--- src/rtl/word_burst_byte_writer.sv ---
// word_burst_byte_writer
//
// Takes a burst command (base byte address, word count, byte order), pulls
// that many words from a valid/ready stream and writes each one, byte by
// byte, into a byte-wide staging RAM. Every byte costs two cycles: a SETUP
// cycle that presents data/address with we=1, followed by a STROBE cycle
// that raises wr_clock. The RAM address ascends across the whole burst and
// wraps from NUMBER-1 back to 0.
//
// Ports:
//   clk, reset           clock, asynchronous active-high reset
//   start                command strobe, honoured only while ready=1
//   addr                 burst base byte address
//   len                  words in burst (0 = empty, saturates at MAX_WORDS)
//   msb_first            1: most significant byte first, 0: bits 7:0 first
//   abort                ends an active burst early
//   word/word_valid      input word stream
//   word_ready           stream ready, high only while waiting for a word
//   ready                idle, a start will be accepted
//   done/aborted         one-cycle completion pulse, aborted qualifies it
//   wr_data/wr_addr      RAM write data and address
//   wr_clock/we          RAM write strobe and write enable
//
// All outputs are registered and describe the state occupied in that cycle.

module word_burst_byte_writer #(
    parameter int NUMBER     = 256,
    parameter int WORD_BYTES = 4,
    parameter int MAX_WORDS  = 64,
    localparam int AW = (NUMBER > 1) ? $clog2(NUMBER) : 1,
    localparam int LW = $clog2(MAX_WORDS + 1),
    localparam int WW = 8 * WORD_BYTES
) (
    input  logic          clk,
    input  logic          reset,
    input  logic          start,
    input  logic [AW-1:0] addr,
    input  logic [LW-1:0] len,
    input  logic          msb_first,
    input  logic          abort,
    input  logic [WW-1:0] word,
    input  logic          word_valid,
    output logic          word_ready,
    output logic          ready,
    output logic          done,
    output logic          aborted,
    output logic [7:0]    wr_data,
    output logic [AW-1:0] wr_addr,
    output logic          wr_clock,
    output logic          we
);

    localparam int BW = (WORD_BYTES > 1) ? $clog2(WORD_BYTES) : 1;

    typedef enum logic [2:0] {
        IDLE,
        LOAD,
        SETUP,
        STROBE,
        FIN
    } state_t;

    state_t        state;
    logic [AW-1:0] addr_cnt;
    logic [LW-1:0] words_left;
    logic [BW-1:0] byte_idx;
    logic          msb_r;
    logic [WW-1:0] shift_buf;

    logic [AW-1:0] addr_next;
    logic [WW-1:0] buf_shifted;
    logic [LW-1:0] len_sat;
    logic          last_byte;

    // The byte going out next always sits at one end of the shift buffer;
    // which end depends on the latched byte order.
    function automatic logic [7:0] pick_byte(input logic [WW-1:0] v, input logic msb);
        return msb ? v[WW-1 -: 8] : v[7:0];
    endfunction

    // Explicit compare against NUMBER-1 so non-power-of-2 depths wrap correctly.
    always_comb begin
        addr_next   = (addr_cnt == AW'(NUMBER - 1)) ? '0 : addr_cnt + AW'(1);
        buf_shifted = msb_r ? (shift_buf << 8) : (shift_buf >> 8);
        len_sat     = (len > LW'(MAX_WORDS)) ? LW'(MAX_WORDS) : len;
        last_byte   = (byte_idx == BW'(WORD_BYTES - 1));
    end

    always_ff @(posedge clk or posedge reset) begin
        if (reset) begin
            state      <= IDLE;
            ready      <= 1'b1;
            word_ready <= 1'b0;
            done       <= 1'b0;
            aborted    <= 1'b0;
            wr_data    <= '0;
            wr_addr    <= '0;
            wr_clock   <= 1'b0;
            we         <= 1'b0;
            addr_cnt   <= '0;
            words_left <= '0;
            byte_idx   <= '0;
            msb_r      <= 1'b0;
            shift_buf  <= '0;
        end else begin
            case (state)
                IDLE: begin
                    if (start) begin
                        addr_cnt   <= addr;
                        words_left <= len_sat;
                        msb_r      <= msb_first;
                        ready      <= 1'b0;
                        if (len_sat == '0) begin
                            state <= FIN;
                            done  <= 1'b1;
                        end else begin
                            state      <= LOAD;
                            word_ready <= 1'b1;
                        end
                    end
                end

                // Abort has priority over a simultaneous transfer, so the
                // offered word is left in the stream.
                LOAD: begin
                    if (abort) begin
                        state      <= FIN;
                        word_ready <= 1'b0;
                        done       <= 1'b1;
                        aborted    <= 1'b1;
                    end else if (word_valid) begin
                        shift_buf  <= word;
                        byte_idx   <= '0;
                        word_ready <= 1'b0;
                        we         <= 1'b1;
                        wr_data    <= pick_byte(word, msb_r);
                        wr_addr    <= addr_cnt;
                        state      <= SETUP;
                    end
                end

                SETUP: begin
                    if (abort) begin
                        state   <= FIN;
                        we      <= 1'b0;
                        done    <= 1'b1;
                        aborted <= 1'b1;
                    end else begin
                        state    <= STROBE;
                        wr_clock <= 1'b1;
                    end
                end

                // The strobe in progress always completes; abort only stops
                // what would have followed it.
                STROBE: begin
                    addr_cnt <= addr_next;
                    wr_clock <= 1'b0;
                    if (abort) begin
                        state   <= FIN;
                        we      <= 1'b0;
                        done    <= 1'b1;
                        aborted <= 1'b1;
                    end else if (!last_byte) begin
                        byte_idx  <= byte_idx + BW'(1);
                        shift_buf <= buf_shifted;
                        wr_data   <= pick_byte(buf_shifted, msb_r);
                        wr_addr   <= addr_next;
                        state     <= SETUP;
                    end else begin
                        words_left <= words_left - LW'(1);
                        we         <= 1'b0;
                        if (words_left == LW'(1)) begin
                            state <= FIN;
                            done  <= 1'b1;
                        end else begin
                            state      <= LOAD;
                            word_ready <= 1'b1;
                        end
                    end
                end

                FIN: begin
                    done    <= 1'b0;
                    aborted <= 1'b0;
                    ready   <= 1'b1;
                    state   <= IDLE;
                end

                default: begin
                    state <= IDLE;
                end
            endcase
        end
    end

endmodule

--- config.mk ---
export PLATFORM = sky130hd
export DESIGN_NAME = word_burst_byte_writer
export DESIGN_NICKNAME = d
export VERILOG_FILES = /design/src/rtl/word_burst_byte_writer.sv
export SDC_FILE = /design/constraint.sdc
export NUM_CORES = 1
export LEC_CHECK = 0
export ABC_AREA = 1
export CORE_MARGIN = 4
export CORE_UTILIZATION = 55
export CTS_BUF_LIST = sky130_fd_sc_hd__clkbuf_4 sky130_fd_sc_hd__clkbuf_8
export DETAILED_ROUTE_END_ITERATION = 16
export GPL_TIMING_DRIVEN = 0
export HOLD_SLACK_MARGIN = 0.15
export PLACE_DENSITY_LB_ADDON = 0.12
export REMOVE_ABC_BUFFERS = 1
export SETUP_SLACK_MARGIN = 0.2
export SKIP_CTS_REPAIR_TIMING = 1
export SYNTH_ARGS = -nofsm -noshare
export SYNTH_HDL_FRONTEND = slang
export SYNTH_SLANG_ARGS = --single-unit
--- constraint.sdc ---
create_clock -name clk -period 2.7 [get_ports clk]
set_input_delay 0.54 -clock clk [delete_from_list [all_inputs] [get_ports clk]]
set_output_delay 0.54 -clock clk [all_outputs]
set_load 0.1 [all_outputs]
After elaboration in Yosys (flattened, before gate mapping)
Index checks and enable logic that the tools add are counted.
{ "op_classes": {"multipliers": 0, "mux": 66, "n_reduce_logical": 23, "n_div": 0, "magnitude_cmp": 1, "n_bitwise": 0, "addsub": 3, "n_eq_ne": 23, "shifts": 0} }
{ "op_table": {"columns": ["operator", "n"], "rows": [
  ["32-bit two-way mux", 5],
  ["8-bit two-way mux", 12],
  ["32-bit one-hot mux with 2 select lines", 1],
  ["8-bit one-hot mux with 2 select lines", 3],
  ["7-bit two-way mux", 4],
  ["3-bit two-way mux", 8],
  ["2-bit inequality test (second input constant)", 11],
  ["1-bit two-way mux", 20],
  ["7-bit one-hot mux with 2 select lines", 1],
  ["3-bit one-hot mux with 4 select lines", 1],
  ["2-bit AND reduction", 6],
  ["5-bit AND reduction", 2],
  ["2-bit nonzero test", 5],
  ["3-bit inequality test (second input constant)", 3],
  ["8-bit by 1-bit adder with 8-bit output (second input constant)", 1],
  ["8-bit == test (second input constant)", 1],
  ["2-bit two-way mux", 4],
  ["7-bit by 1-bit == test with 1-bit output (second input constant)", 1],
  ["7-bit greater-than comparator (second input constant)", 1],
  ["7-bit zero test", 1],
  ["7-bit AND reduction", 1],
  ["7-bit by 1-bit subtractor with 7-bit output (second input constant)", 1],
  ["3-bit by 2-bit == test with 1-bit output (second input constant)", 2],
  ["1-bit one-hot mux with 2 select lines", 3],
  ["other kinds (15)", 18]
]} }
{ "word_totals": {"inputBits": 53, "mem_bits_rw": 0, "output_inout_bits": 22, "memories": 0, "regBits": 75, "latch_bits": 0, "wordCells": 130, "mem_bits_ro": 0} }

Logic depth before layout (Yosys ltp)
Gate-level depths: netlist of run 1.
{ "logic_depth": {"ltp_word": 6, "mapped_depth": 10, "ltp_nobuf": 10} }

Least setup slack after synthesis of run 1
OpenSTA, ideal clock, no wires.
{ "synth_timing": {"path_type": "flip-flop to flip-flop", "from": "reg state[1]", "to": "reg word_ready", "t_required_ns": 2.578, "path_stages_with_launch": 10, "setup_time_ns": 0.122, "n_path_buf": 1, "slack_ns": 1.247, "t_arrival_ns": 1.331, "synth_period_minus_slack_ns": 1.453, "path_cell_list": "dfrtp_1 nand2_2 nor2_8 inv_2 buf_2 nor2_1 nor2_1 nand3_1 nand2_1 nand2_1"} }
{ "synth_between": {"elab_chain_len": 3, "word_cells_on_any_way": 12, "classes_between": "8 x eq/ne; 1 x mux; 3 x reduce/logical"} }
{ "synth_lines": {"columns": ["element", "line_no", "rtl"], "rows": [
  ["start: declaration", "63", "state_t state;"],
  ["start signal: assignment", "91", "state <= IDLE;"],
  ["start signal: assignment", "114", "state <= FIN;"],
  ["start signal: assignment", "117", "state <= LOAD;"],
  ["3-bit by 1-bit == test with 1-bit output (tied with other cells)", "106", "case (state)"],
  ["3-bit inequality test (no line) (tied with other cells)", null, null],
  ["7-bit AND reduction (no line)", null, null],
  ["end signal: assignment", "118", "word_ready <= 1'b1;"],
  ["end signal: assignment", "128", "word_ready <= 1'b0;"],
  ["end signal: assignment", "134", "word_ready <= 1'b0;"],
  ["end: declaration", "43", "output logic word_ready,"]
]} }
Parallel ways exist; a longest one is shown, timed or not.
A chain may end at the register's enable or synchronous reset.

Worst setup path in the final report of run 1
{ "layout_timing": {"from": "reg word_ready", "to": "out word_ready"} }
{ "layout_lines": {"columns": ["element", "line_no", "rtl"], "rows": [
  ["start signal: assignment", "93", "word_ready <= 1'b0;"],
  ["start signal: assignment", "118", null],
  ["start signal: assignment", "128", null]
]} }
No word-level cell between the ends.

==> summary.md, run 1 <==
| Metric | Value |
|---|---|
| # IOs | 75 |
| Final core occ | 0.698 |
| Fin crit share | 0.894 |
| Initial antenna violation count | 0 |
| Crit-path max cell delay | 1.15 ns |
| Row count | 32 |
| Layout area overhead | 23.5% |
| Wirelength, routed | 11,200 um |
| Later-pin clock latency in the skew report | 0.34 ns |
| Post-synthesis average cell area | 6.95 sq um |
| Max Slew Vio Count | 0 |
| Synth Instances | 625 |
| Die Area | 9380 sq um |
| Vias | 4,329 |
| CTS tree | yes |
| Max Freq | 0.414 GHz |
| Buffers and inverters on the worst path | 1 |
| Register share of total power | 0.296 |
| Max-cap violations | 0 |
| Layout cells sized above 1 | 0.0533 |
| Fin worst setup slack | 0.287 ns |
| Starting DRT DRC Count | 321 |
| RSZ-0062 raised after global routing | no |
| Slew headroom | 0.331 |
| Sequential share of the synthesized area | 0.432 |
| Distinct cells, synth | 36 |
| Post-placement setup slack | -0.116 ns |
| Final GP Congestion | 0.899 |
| CP cell instances | clkdlybuf4s50_1 |
| Seq cells post-synth | 75 |
| Fin crit period | 2.41 ns |
| Int Pwr | 3.36 mW |
| Mapped Area | 4340 sq um |
| Die width | 96.9 um |
| Clk root buf | clkbuf_8 |
| TritonCTS Sinks | 75 |
| Worst setup EP type | output pin |
| Fill cells | 653 |
| WS Path Type | reg -> out |
| H-tree levels | 3 |
| Switching Fraction | 0.532 |
| Clk slew on worst S/H paths | 0.08 ns |
| Switching Power | 3.81 mW |
| Total gr overflow | 0 |
| # DRC | 0 |
| CP top delay family | buffers and inverters |
| ANT cells | 0 |
| Global-route usage over all layers | 0.233 |
| Setup TNS | 0 ns |
| ANT nets after route | 0 |
| Via density | 5.44 |
| Critical Path RT | 2.16 ns |
| Hold Violations, Final | 0 |
| Commonest non-fill, non-tap cell in the layout | nand2_1 |
| Combinational group share of total power | 0.572 |
| Most frequent cells in the layout | nand2_1, dfrtp_1, clkdlybuf4s50_1, nor2_1, inv_1 |
| Peak supply drop | 0.951 mV |
| Vias in the first global route | 4,243 |
| Slew of the pin with the lowest slew margin | 1.00 ns |
| Critical Path AT | 1.87 ns |
| CP max FO | 2 |
| Outcome | finished clean |
| Nets | 746 |
| TritonCTS buffer count | 9 |
| Global-route wire length before repair | 18,500 um |
| Hold WC Path Type | in -> async |
| Core Area | 7690 sq um |
| Startpoint Class | flip-flop |
| Crit-path slowest cell | clkdlybuf4s50_1 |
| Initial Util | 0.565 |
| Die Ht | 96.9 um |
| PortBufs | 74 |
| Power per cell area | 1340 nW/um^2 |
| Largest net degree at the start of global routing | 63 |
| Clock Skew | 0.00571 ns |
| WL/cell | 14.1 um |
| Post-DP HPWL | 7070 um |
| Clock Path Buffers | 2 |
| Clk pwr share | 0.132 |
| Final setup violation count | 0 |
| DRT Pass-1 Iters | 5 |
| Yosys warns | 0 |
| Lkg Pwr | 2.71 nW |
-- layout make-up --
type                    count  area, sq um  area share
multi-input cells         476         2150       0.400
repair buffers             75          771       0.144
flip-flops and latches     75         1880       0.350
inverters                  52          216      0.0404
clock inverters             3         43.8     0.00817
clock buffers              13          179      0.0334
well taps                 102          128      0.0238
-- per-layer routing --
layer / share of wire / global-route usage / wire, um
met2: 0.49 / 0.399 / 5470
met5: 0 / 0 / 0
met1: 0.43 / 0.296 / 4850
met4: 0.011 / 0.0756 / 119
met3: 0.069 / 0.0440 / 775
-- worst paths after layout --
kind                                             start                         to  slack, ns  depth (start not counted)
worst min-delay path                             reset  words_left[0]$_DFFE_PP0P_       0.46                          2
worst min register to register       ready$_DFFE_PP1P_          ready$_DFFE_PP1P_       0.47                          2
worst max register to register    state[1]$_DFFE_PP0P_     wr_data[3]$_DFFE_PP0P_       0.36                          8
min in group clk                     ready$_DFFE_PP1P_          ready$_DFFE_PP1P_       0.47                          2
worst max-delay path            word_ready$_DFFE_PP0P_                 word_ready       0.29                          1
max in group asynchronous                        reset     wr_data[7]$_DFFE_PP0P_       1.68                          3
-- per-stage QoR --
stage	power [mW]	instance area (sq um)	hold WS, ns	cells
after floorplan	5.10	4200	0.446	601
after detailed placement	6.13	5100	0.454	778
final	7.17	5360	0.459	796
after CTS	7.09	5320	0.457	794
after global placement	6.01	5070	0.457	777
after global routing	7.72	5360	0.464	796
-- state kept, by name, indices dropped and copies added, names as in the netlist --
signal and flops:
aborted 1, addr_cnt 8, byte_idx 2, done 1, msb_r 1, ready 1
shift_buf 32, state 3, we 1, word_ready 1, words_left 7, wr_addr 8
wr_clock 1, wr_data 8
-- cells in the mapped netlist --
library cell | count | area, sq um
nand2_1 | 279 | 1050
dfrtp_1 | 74 | 1850
nor2_1 | 52 | 195
inv_1 | 47 | 176
o21ai_0 | 35 | 175
nand3_1 | 29 | 145
nand4_1 | 11 | 68.8
clkbuf_1 | 10 | 37.5
o21ai_1 | 10 | 50.1
nor3_1 | 9 | 45.0
o211ai_1 | 9 | 67.6
buf_2 | 8 | 40.0
a21oi_1 | 7 | 35.0
buf_6 | 5 | 56.3
ha_1 | 4 | 50.1
nand2_2 | 4 | 25.0
o22ai_1 | 4 | 25.0
a22oi_1 | 3 | 22.5
inv_2 | 3 | 11.3
nand3b_1 | 3 | 22.5
o21a_1 | 3 | 22.5
xor2_1 | 2 | 17.5
a21oi_2 | 1 | 8.76
a31oi_1 | 1 | 6.26
buf_4 | 1 | 7.51
clkinv_1 | 1 | 3.75
dfstp_2 | 1 | 26.3
inv_4 | 1 | 6.26
nand3_4 | 1 | 17.5
nor2_2 | 1 | 6.26
nor2_4 | 1 | 11.3
nor2_8 | 1 | 20.0
nor3_2 | 1 | 10.0
o21ai_4 | 1 | 16.3
or2_0 | 1 | 6.26
xnor2_1 | 1 | 8.76
-- cells by family (layout without fill, tap and decap cells) --
family / Yosys count / after routing / synth area share
AOI/OAI and AO/OA: 74 / 74 / 0.0988
xor gates and xnor gates: 3 / 3 / 0.00605
adders and majority gates: 4 / 4 / 0.0115
buffers and inverters: 76 / 143 / 0.0781
DFF: 75 / 75 / 0.432
and+or+nand+nor: 393 / 395 / 0.373
-- power groups by stage --
stage          Sequential (mW)  Combinational, mW  Clock, mW
3_3_place_gp              2.10               3.91          0
6_report                  2.12               4.10      0.945
3_5_place_dp              2.12               4.01          0
5_1_grt                   2.20               4.52       1.00
4_1_cts                   2.10               4.03      0.959
2_1_floorplan             3.18               1.92          0
Note: power is estimated with default switching activity, not from simulation.
==> run 2, diff against run 1 <==
Settings changed: SKIP_CTS_REPAIR_TIMING 1 to not set.
==> summary.md, run 2 (synthesis gave the netlist of run 1 again) <==
| Metric | Value |
|---|---|
| Clock Skew | 0.00903 ns (+0.00332 ns) |
| Later-pin clock latency in the skew report | 0.35 ns (about the same) |
| Multi-input gate area | 2150 sq um (unchanged) |
| Critical Path RT | 2.16 ns (about the same) |
| Max-cap violations | 0 (unchanged) |
| Switching Fraction | 0.532 (about the same) |
| Worst hold margin | 0.456 ns (-0.00313 ns) |
| Commonest non-fill, non-tap cell in the layout | nand2_1 |
| Vias | 4,285 (-1.0%) |
| Vias in the first global route | 4,274 (+0.73%) |
| Global-route wire length before repair | 18,800 um (+1.6%) |
| CTS tree | yes |
| Via density | 5.37 (-1.3%) |
| Startpoint Class | flip-flop |
| TritonCTS Sinks | 75 (unchanged) |
| Hold Violations, Final | 0 (unchanged) |
| # IOs | 75 (unchanged) |
| Crit-path slowest cell | clkdlybuf4s50_1 |
| CP top delay family | buffers and inverters |
| Worst r2r path cells | 8 (unchanged) |
| ANT cells | 0 (unchanged) |
| Fin crit share | 0.894 (about the same) |
| Max reg flops | 32 (unchanged) |
| Nets | 748 (+0.27%) |
| Worst setup EP type | output pin |
| Clk root buf | clkbuf_8 |
| Clk pwr share | 0.133 (about the same) |
| Total gr overflow | 0 (unchanged) |
| Post-DP HPWL | 7070 um (unchanged) |
| Clk slew on worst S/H paths | 0.08 ns (about the same) |
| Lkg Pwr | 2.72 nW (+0.15%) |
| Hold WC Path Type | in -> async |
| Non-Filler Instances | 798 (+0.25%) |
| # hold bufs at CTS | 0 |
| Biggest register | shift_buf |
| Crit-path max cell delay | 1.15 ns (about the same) |
| Starting DRT DRC Count | 326 (+1.6%) |
| Die width | 96.9 um (unchanged) |
| RSZ-0062 raised after global routing | no |
| Setup TNS | 0 ns (unchanged) |
| H-tree levels | 3 (unchanged) |
| Initial antenna violation count | 0 (unchanged) |
| DRT Pass-1 Iters | 6 (+1) |
| ANT nets after route | 0 (unchanged) |
| Slew headroom | 0.336 (+0.00475) |
| CP cell instances | clkdlybuf4s50_1 |
| Outcome | finished clean |
| Inst Count DP | 778 (unchanged) |
| Final GP Congestion | 0.899 (unchanged) |
| Max Freq | 0.414 GHz (about the same) |
| Core Area | 7690 sq um (unchanged) |
| Switching Power | 3.81 mW (+0.14%) |
| Slew of the pin with the lowest slew margin | 0.993 ns (-0.00710 ns) |
| Power per cell area | 1340 nW/um^2 (-0.10%) |
| Critical path depth | 1 (unchanged) |
| Critical Path AT | 1.87 ns (about the same) |
| TritonCTS buffer count | 9 (unchanged) |
| CP max FO | 2 (unchanged) |
| PortBufs | 74 (unchanged) |
| Row count | 32 (unchanged) |
| Fin crit period | 2.41 ns (+0.000388 ns) |
| Combinational group share of total power | 0.571 (about the same) |
| Most frequent cells in the layout | nand2_1, dfrtp_1, clkdlybuf4s50_1, nor2_1, inv_1 |
| Largest net degree at the start of global routing | 63 (unchanged) |
| WS Path Type | reg -> out |
| Int Pwr | 3.36 mW (about the same) |
| WL/cell | 14.0 um (-0.38%) |
| Global-route usage over all layers | 0.238 (+0.00507) |
| Final setup violation count | 0 (unchanged) |
| # DRC | 0 (unchanged) |
| Clock Path Buffers | 2 (unchanged) |
| Register area | 1880 sq um (unchanged) |
| Fill cells | 649 (-0.61%) |
| Wirelength, routed | 11,200 um (-0.13%) |
| Initial Util | 0.565 (unchanged) |
| Register share of total power | 0.296 (about the same) |
| Die Ht | 96.9 um (unchanged) |
| Peak supply drop | 0.951 mV (about the same) |
| Layout cells sized above 1 | 0.0560 (+0.00272) |
| Layout area overhead | 23.7% |
| Max Slew Vio Count | 0 (unchanged) |
| Die Area | 9380 sq um (unchanged) |
| Buffers and inverters on the worst path | 1 (unchanged) |
==> run 2: changes by cell type in the layout (fill, tap and decap cells not counted) <==
cell / previous run / this run
dlymetal6s2s_1: 1 / 0
dlygate4sd2_1: 0 / 1
clkinv_2: 1 / 2
buf_4: 0 / 2
clkinvlp_4: 1 / 0
==> run 2: repair_timing <==
action                                  in CTS  in global routing
cloned                                       1                  1
pin swaps                                    1                  2
resized for setup                            3                  3
endpoints found under the setup margin      54                 46
setup buffers                                0                  2
==> run 2: cell type report <==
cell class,instances,area share
clock buffer,13,0.0333
timing repair buffer,77,0.146
tap,102,0.0238
sequential,75,0.350
clock inverter,3,0.00815
multi-input combinational,476,0.400
inverter,52,0.0398
==> run 2: routing by layer <==
| layer | wire (um) | GRT usage | vias up |
|---|---|---|---|
| li1 | - | - | 2116 |
| met1 | 5020 | 0.308 | 2013 |
| met2 | 5390 | 0.399 | 135 |
| met3 | 626 | 0.0469 | 21 |
| met4 | 168 | 0.0799 | 0 |
| met5 | 0 | 0 | - |
==> run 2: worst paths after layout <==
kind	from	to	slack [ns]
min	reset	words_left[0]$_DFFE_PP0P_	0.46
min reg2reg	ready$_DFFE_PP1P_	ready$_DFFE_PP1P_	0.47
max in group asynchronous	reset	shift_buf[15]$_DFFE_PP0P_	1.70
max	word_ready$_DFFE_PP0P_	word_ready	0.29
max reg2reg	state[1]$_DFFE_PP0P_	wr_data[3]$_DFFE_PP0P_	0.36
min in group clk	ready$_DFFE_PP1P_	ready$_DFFE_PP1P_	0.47
==> run 2: power groups by stage <==
| stage | registers (mW) | logic, mW | clock network (mW) |
|---|---|---|---|
| after CTS | 2.11 | 4.04 | 0.959 |
| after floorplan | 3.18 | 1.92 | 0 |
| after detailed placement | 2.12 | 4.01 | 0 |
| after global routing | 2.20 | 4.51 | 0.999 |
| after global placement | 2.10 | 3.91 | 0 |
| final | 2.12 | 4.10 | 0.951 |
==> run 2: metrics by stage <==
stage	power [mW]	utilization	worst slack [ns]	cell area [sq um]
3_5_place_dp	6.13	0.663	-0.116	5100
3_3_place_gp	6.01	0.660	-1.04	5070
2_1_floorplan	5.10	-	0.252	4200
4_1_cts	7.11	0.694	0.226	5340
6_report	7.17	0.699	0.287	5370
5_1_grt	7.71	0.699	0.225	5370
